<file path="src/rtl/regfile_writeback.sv">
// rtl/regfile_writeback.sv - register file write port arbiter: MEM/WB pipeline first, md results via a 2-entry queue
module regfile_writeback #(
   parameter int DEPTH = 2,
   parameter int DW    = 32
) (
   input  logic          clk,
   input  logic          rst_n,
   input  logic          mem_valid,
   input  logic          mem_reg_write,
   input  logic          mem_mem_to_reg,
   input  logic [4:0]    mem_write_reg,
   input  logic [DW-1:0] mem_alu_result,
   input  logic [DW-1:0] mem_load_data,
   input  logic          md_valid,
   output logic          md_ready,
   input  logic [4:0]    md_write_reg,
   input  logic [DW-1:0] md_data,
   output logic          regWrite,
   output logic [4:0]    writeReg,
   output logic [DW-1:0] writeData,
   output logic          md_pending,
   output logic          fwd_valid
);

   logic [4:0]    q_reg  [2];
   logic [DW-1:0] q_data [2];
   logic [1:0]    q_live;
   logic          rd_ptr;
   logic          wr_ptr;
   logic [1:0]    count;

   logic p_req;
   logic md_fire;
   logic do_pop;
   logic do_bypass;
   logic do_push;

   always_comb begin
      p_req     = mem_valid && mem_reg_write && (mem_write_reg != 5'd0);
      md_fire   = md_valid && md_ready;
      do_pop    = !p_req && (count != 2'd0);
      do_bypass = !p_req && (count == 2'd0) && md_fire && (md_write_reg != 5'd0);
      do_push   = md_fire && !do_bypass && (md_write_reg != 5'd0);
   end

   assign md_ready   = (count < 2'(DEPTH));
   assign md_pending = (count != 2'd0);
   assign fwd_valid  = regWrite;

   // Write port: a popped entry that was overtaken by a younger pipeline write burns its slot idle
   always_ff @(posedge clk or negedge rst_n) begin
      if (!rst_n) begin
         regWrite  <= 1'b0;
         writeReg  <= 5'd0;
         writeData <= '0;
      end else if (p_req) begin
         regWrite  <= 1'b1;
         writeReg  <= mem_write_reg;
         writeData <= mem_mem_to_reg ? mem_load_data : mem_alu_result;
      end else if (do_pop) begin
         regWrite <= q_live[rd_ptr];
         if (q_live[rd_ptr]) begin
            writeReg  <= q_reg[rd_ptr];
            writeData <= q_data[rd_ptr];
         end
      end else if (do_bypass) begin
         regWrite  <= 1'b1;
         writeReg  <= md_write_reg;
         writeData <= md_data;
      end else begin
         regWrite <= 1'b0;
      end
   end

   // Queue: invalidate first, then pop/push, so an entry pushed this cycle is never killed by it
   always_ff @(posedge clk or negedge rst_n) begin
      if (!rst_n) begin
         q_live    <= 2'b00;
         rd_ptr    <= 1'b0;
         wr_ptr    <= 1'b0;
         count     <= 2'd0;
         q_reg[0]  <= 5'd0;
         q_reg[1]  <= 5'd0;
         q_data[0] <= '0;
         q_data[1] <= '0;
      end else begin
         for (int i = 0; i < 2; i++) begin
            if (p_req && q_live[i] && (q_reg[i] == mem_write_reg))
               q_live[i] <= 1'b0;
         end
         if (do_pop) begin
            q_live[rd_ptr] <= 1'b0;
            rd_ptr         <= ~rd_ptr;
         end
         if (do_push) begin
            q_live[wr_ptr] <= 1'b1;
            q_reg[wr_ptr]  <= md_write_reg;
            q_data[wr_ptr] <= md_data;
            wr_ptr         <= ~wr_ptr;
         end
         case ({do_push, do_pop})
            2'b10:   count <= count + 2'd1;
            2'b01:   count <= count - 2'd1;
            default: count <= count;
         endcase
      end
   end

endmodule

</file>
<file path="config.mk">
export PLATFORM = sky130hd
export DESIGN_NAME = regfile_writeback
export DESIGN_NICKNAME = d
export VERILOG_FILES = /design/src/rtl/regfile_writeback.sv
export SDC_FILE = /design/constraint.sdc
export NUM_CORES = 1
export LEC_CHECK = 0
export ABC_AREA = 1
export BUFFER_PORTS_ARGS = -buffer_cell sky130_fd_sc_hd__buf_4
export CORE_MARGIN = 5
export CORE_UTILIZATION = 49
export CTS_CLUSTER_SIZE = 8
export DETAILED_ROUTE_END_ITERATION = 16
export GPL_ROUTABILITY_DRIVEN = 0
export PLACE_DENSITY = 0.81
export SYNTH_ARGS = -nofsm -noshare
export SYNTH_HDL_FRONTEND = slang
export SYNTH_SLANG_ARGS = --single-unit
</file>
<file path="constraint.sdc">
create_clock -name clk -period 1.8 [get_ports clk]
set_input_delay 0.36 -clock clk [delete_from_list [all_inputs] [get_ports clk]]
set_output_delay 0.36 -clock clk [all_outputs]
set_load 0.05 [all_outputs]
</file>
==> run summary <==
Final setup viols -> 0
Total Routed Length -> 19.05 mm
Post-Syn Nets -> 948
Post-Synth Simple-Gate Area -> 36.05%
Max frequency -> 570.4 MHz
Synth Warn # -> 0
Core ar. -> 12720 µm²
Top Ports -> 153
Die area -> 15470 µm²
Global-route wire length before repair -> 31.34 mm
Critical Setup Path Class -> register to output port
Final routed DRC violation total -> 0
Final Critical Period -> 1.753 ns
Netlist cell types -> 24
Synthesized area per cell -> 7.678 µm²
Initial core utilization -> 50.39%
Multi-input combinational cell area -> 3035 µm²
Hold worst-path end -> q_data[51]
CTS buffer count -> 17
Top delay family on crit path -> buffers and inverters
Worst EP required -> 1.44 ns
Share of layout cells above drive strength 1 -> 26.39%
Clock slew at reported path FFs -> 0.06 ns
CTS tree -> yes
Synthesis-to-layout area growth -> 32.22%
Hold depth -> 3
Post-Syn Instances -> 835
Leakage Power -> 0.004447 µW
Adder-cell share of the synthesized area -> 0.1952%
WP buf/inv -> 3
PwrDens -> 1880 nW/µm²
Via Count -> 6376
Final Cycle Share -> 97.40%
Vias per cell -> 5.492
#FFs+latches synth -> 118
Die H -> 124.4 µm
Worst IR Drop VDD -> 0.8294 mV
WL/cell -> 16.41 µm
Hold/Removal Path Class -> primary input to register
Worst setup margin -> 0.04671 ns
CP peak stage delay -> 0.42 ns
First-pass iteration count of the detailed router -> 5
Fillers -> 1083
RSZ-0062 raised after global routing -> no
Hold WS -> 0.1632 ns
Hold path startpoint -> md_data[19]
Number of port buffers -> 152
R2R Setup Slk -> 0.08 ns
Sequential Area -> 2955 µm²
Post-Synth XOR/XNOR Area -> 1.639%
Max-slew violation count -> 0
Slowest-stage cell, CP -> dfrtp_2
Antenna cells -> 0
Fin nets -> 1089
Die X -> 124.4 µm
Worst-Margin Slew -> 0.5084 ns
Clk sink count -> 118
Max clock buf depth -> 2
TNS Setup -> 0 ns
Critical Path Fanout Max -> 17
Arr. time, crit path -> 1.39 ns
Post-route ant nets -> 0
Mux contribution to synthesized area -> 5.621%
Critical Path Sink Type -> output port
Initial drt markers -> 754
Placement row count -> 41
Crit-path cells -> nor2_4 -> inv_2 -> buf_12 -> buf_6
Maxcap violations -> 0
RR Startpoint -> count[0]
Outcome -> finished, final reports clean
Largest net degree at the start of global routing -> 56
Worst r2r path cells -> 8
Startpoint types -> register
Initial antenna violation count -> 0
Slew headroom -> 66.10%
Gr ovfl total -> 0
Synthesized cell area -> 6411 µm²
Latest clock arrival within the worst-skew pair -> 0.41 ns
R2r endpoint -> q_data[32]
Setup WS pre-CTS -> 0.02756 ns
Max reg flops -> 64
Synth Area in Compound Gates -> 3.689%
Vias in the first global route -> 6237
HPWL Detailed -> 11.76 mm
Root buf cell -> clkbuf_16
Final Hold Fails -> 0
Sequential share of the synthesized area -> 46.06%
Tot GR Track Use -> 24.38%
Layout Skew -> 0.009142 ns
Main combinational cell family by area after synthesis -> simple AND/OR/NAND/NOR gates
Htree depth -> 4
## power breakdown
part | internal, µW | switching, µW | leakage, µW
clock network | 2390 | 1170 | 0.000312
logic | 2700 | 5010 | 0.00266
registers | 3900 | 760 | 0.00148
## worst reg2reg max path, cell delays in order (launching register included)
cell	delay, ns
dfrtp_2	0.42
nor2_4	0.13
buf_4	0.15
buf_4	0.23
a21oi_2	0.11
nand2_2	0.09
buf_4	0.30
nand2_1	0.13
nand2_1	0.10
## cell usage in the layout (no fill, tap or decap), types with 6 or more instances in the layout
master	n
clkbuf_8	6
mux2_2	32
inv_1	11
buf_4	168
xnor2_1	9
dfrtp_1	116
nor2_1	80
a21oi_1	39
nand4_1	74
nand2_1	344
nand3_1	43
clkbuf_16	17
buf_12	10
## how the worst max path moves through the flow
stage,startpoint,end,depth (start not counted)
3_5_place_dp,mem_write_reg[3],count[1],10
5_1_grt,count[1],q_data[36],9
3_3_place_gp,mem_write_reg[3],count[1],10
6_report,count[0],md_pending,4
4_1_cts,count[0],q_data[35],9
2_1_floorplan,count[1],count[1],9
## per-layer routing
metal | global-route usage (%) | vias to the layer above | share of wire (%)
li1 | - | 3019 | -
met1 | 32.73 | 2960 | 42
met5 | 0 | - | 0
met3 | 5.017 | 37 | 8.5
met4 | 8.704 | 0 | 2.0
met2 | 39.25 | 360 | 48
## Yosys cell counts (all sizes together)
library cell / count / area, µm²
xnor2: 9 / 78.83
clkbuf: 16 / 60.06
inv: 16 / 60.05
nand2: 348 / 1316
buf: 47 / 312.8
dfrtp: 118 / 2953
ha: 1 / 12.51
o21ai: 5 / 25.02
nor2: 81 / 306.6
nand4: 74 / 462.9
a21boi: 1 / 7.510
mux2: 32 / 360.4
xor2: 3 / 26.28
a21oi: 40 / 204.0
nand3: 44 / 225.2
## metrics by stage
| step | cells | total power, µW | util, % | instance area (µm²) |
|---|---|---|---|---|
| floorplan | 835 | 9807 | - | 6414 |
| global placement | 1124 | 11800 | 60.85 | 7741 |
| detailed placement | 1124 | 11980 | 60.85 | 7741 |
| CTS | 1160 | 15880 | 66.47 | 8457 |
| global route | 1161 | 16930 | 66.63 | 8477 |
| finish | 1161 | 15940 | 66.63 | 8477 |
## timing repair
item,in CTS,in global routing
hold buffers,1,0
endpoints found under the setup margin,1,45
gates cloned,2,0
resized for setup,1,4
hold endpoints to repair,18,0
pin swaps,1,0
buffers inserted,1,1
## cell type report
type	instances	share of cell area, %
timing repair buffer	185	18.66
multi-input combinational	638	35.81
inverter	16	0.7085
clock inverter	8	1.387
clock buffer	24	6.037
sequential	118	34.86
tap	172	2.539
## kinds of logic (layout without fill, tap and decap cells)
kind of cell               count (synthesis)  after routing
DFF                                      118            118
AOI/OAI and AO/OA                         46             46
and+or+nand+nor                          547            547
adders and majority gates                  1              1
buffers and inverters                     79            233
muxes                                     32             32
xor gates and xnor gates                  12             12
Note: power is estimated with default switching activity, not from simulation.
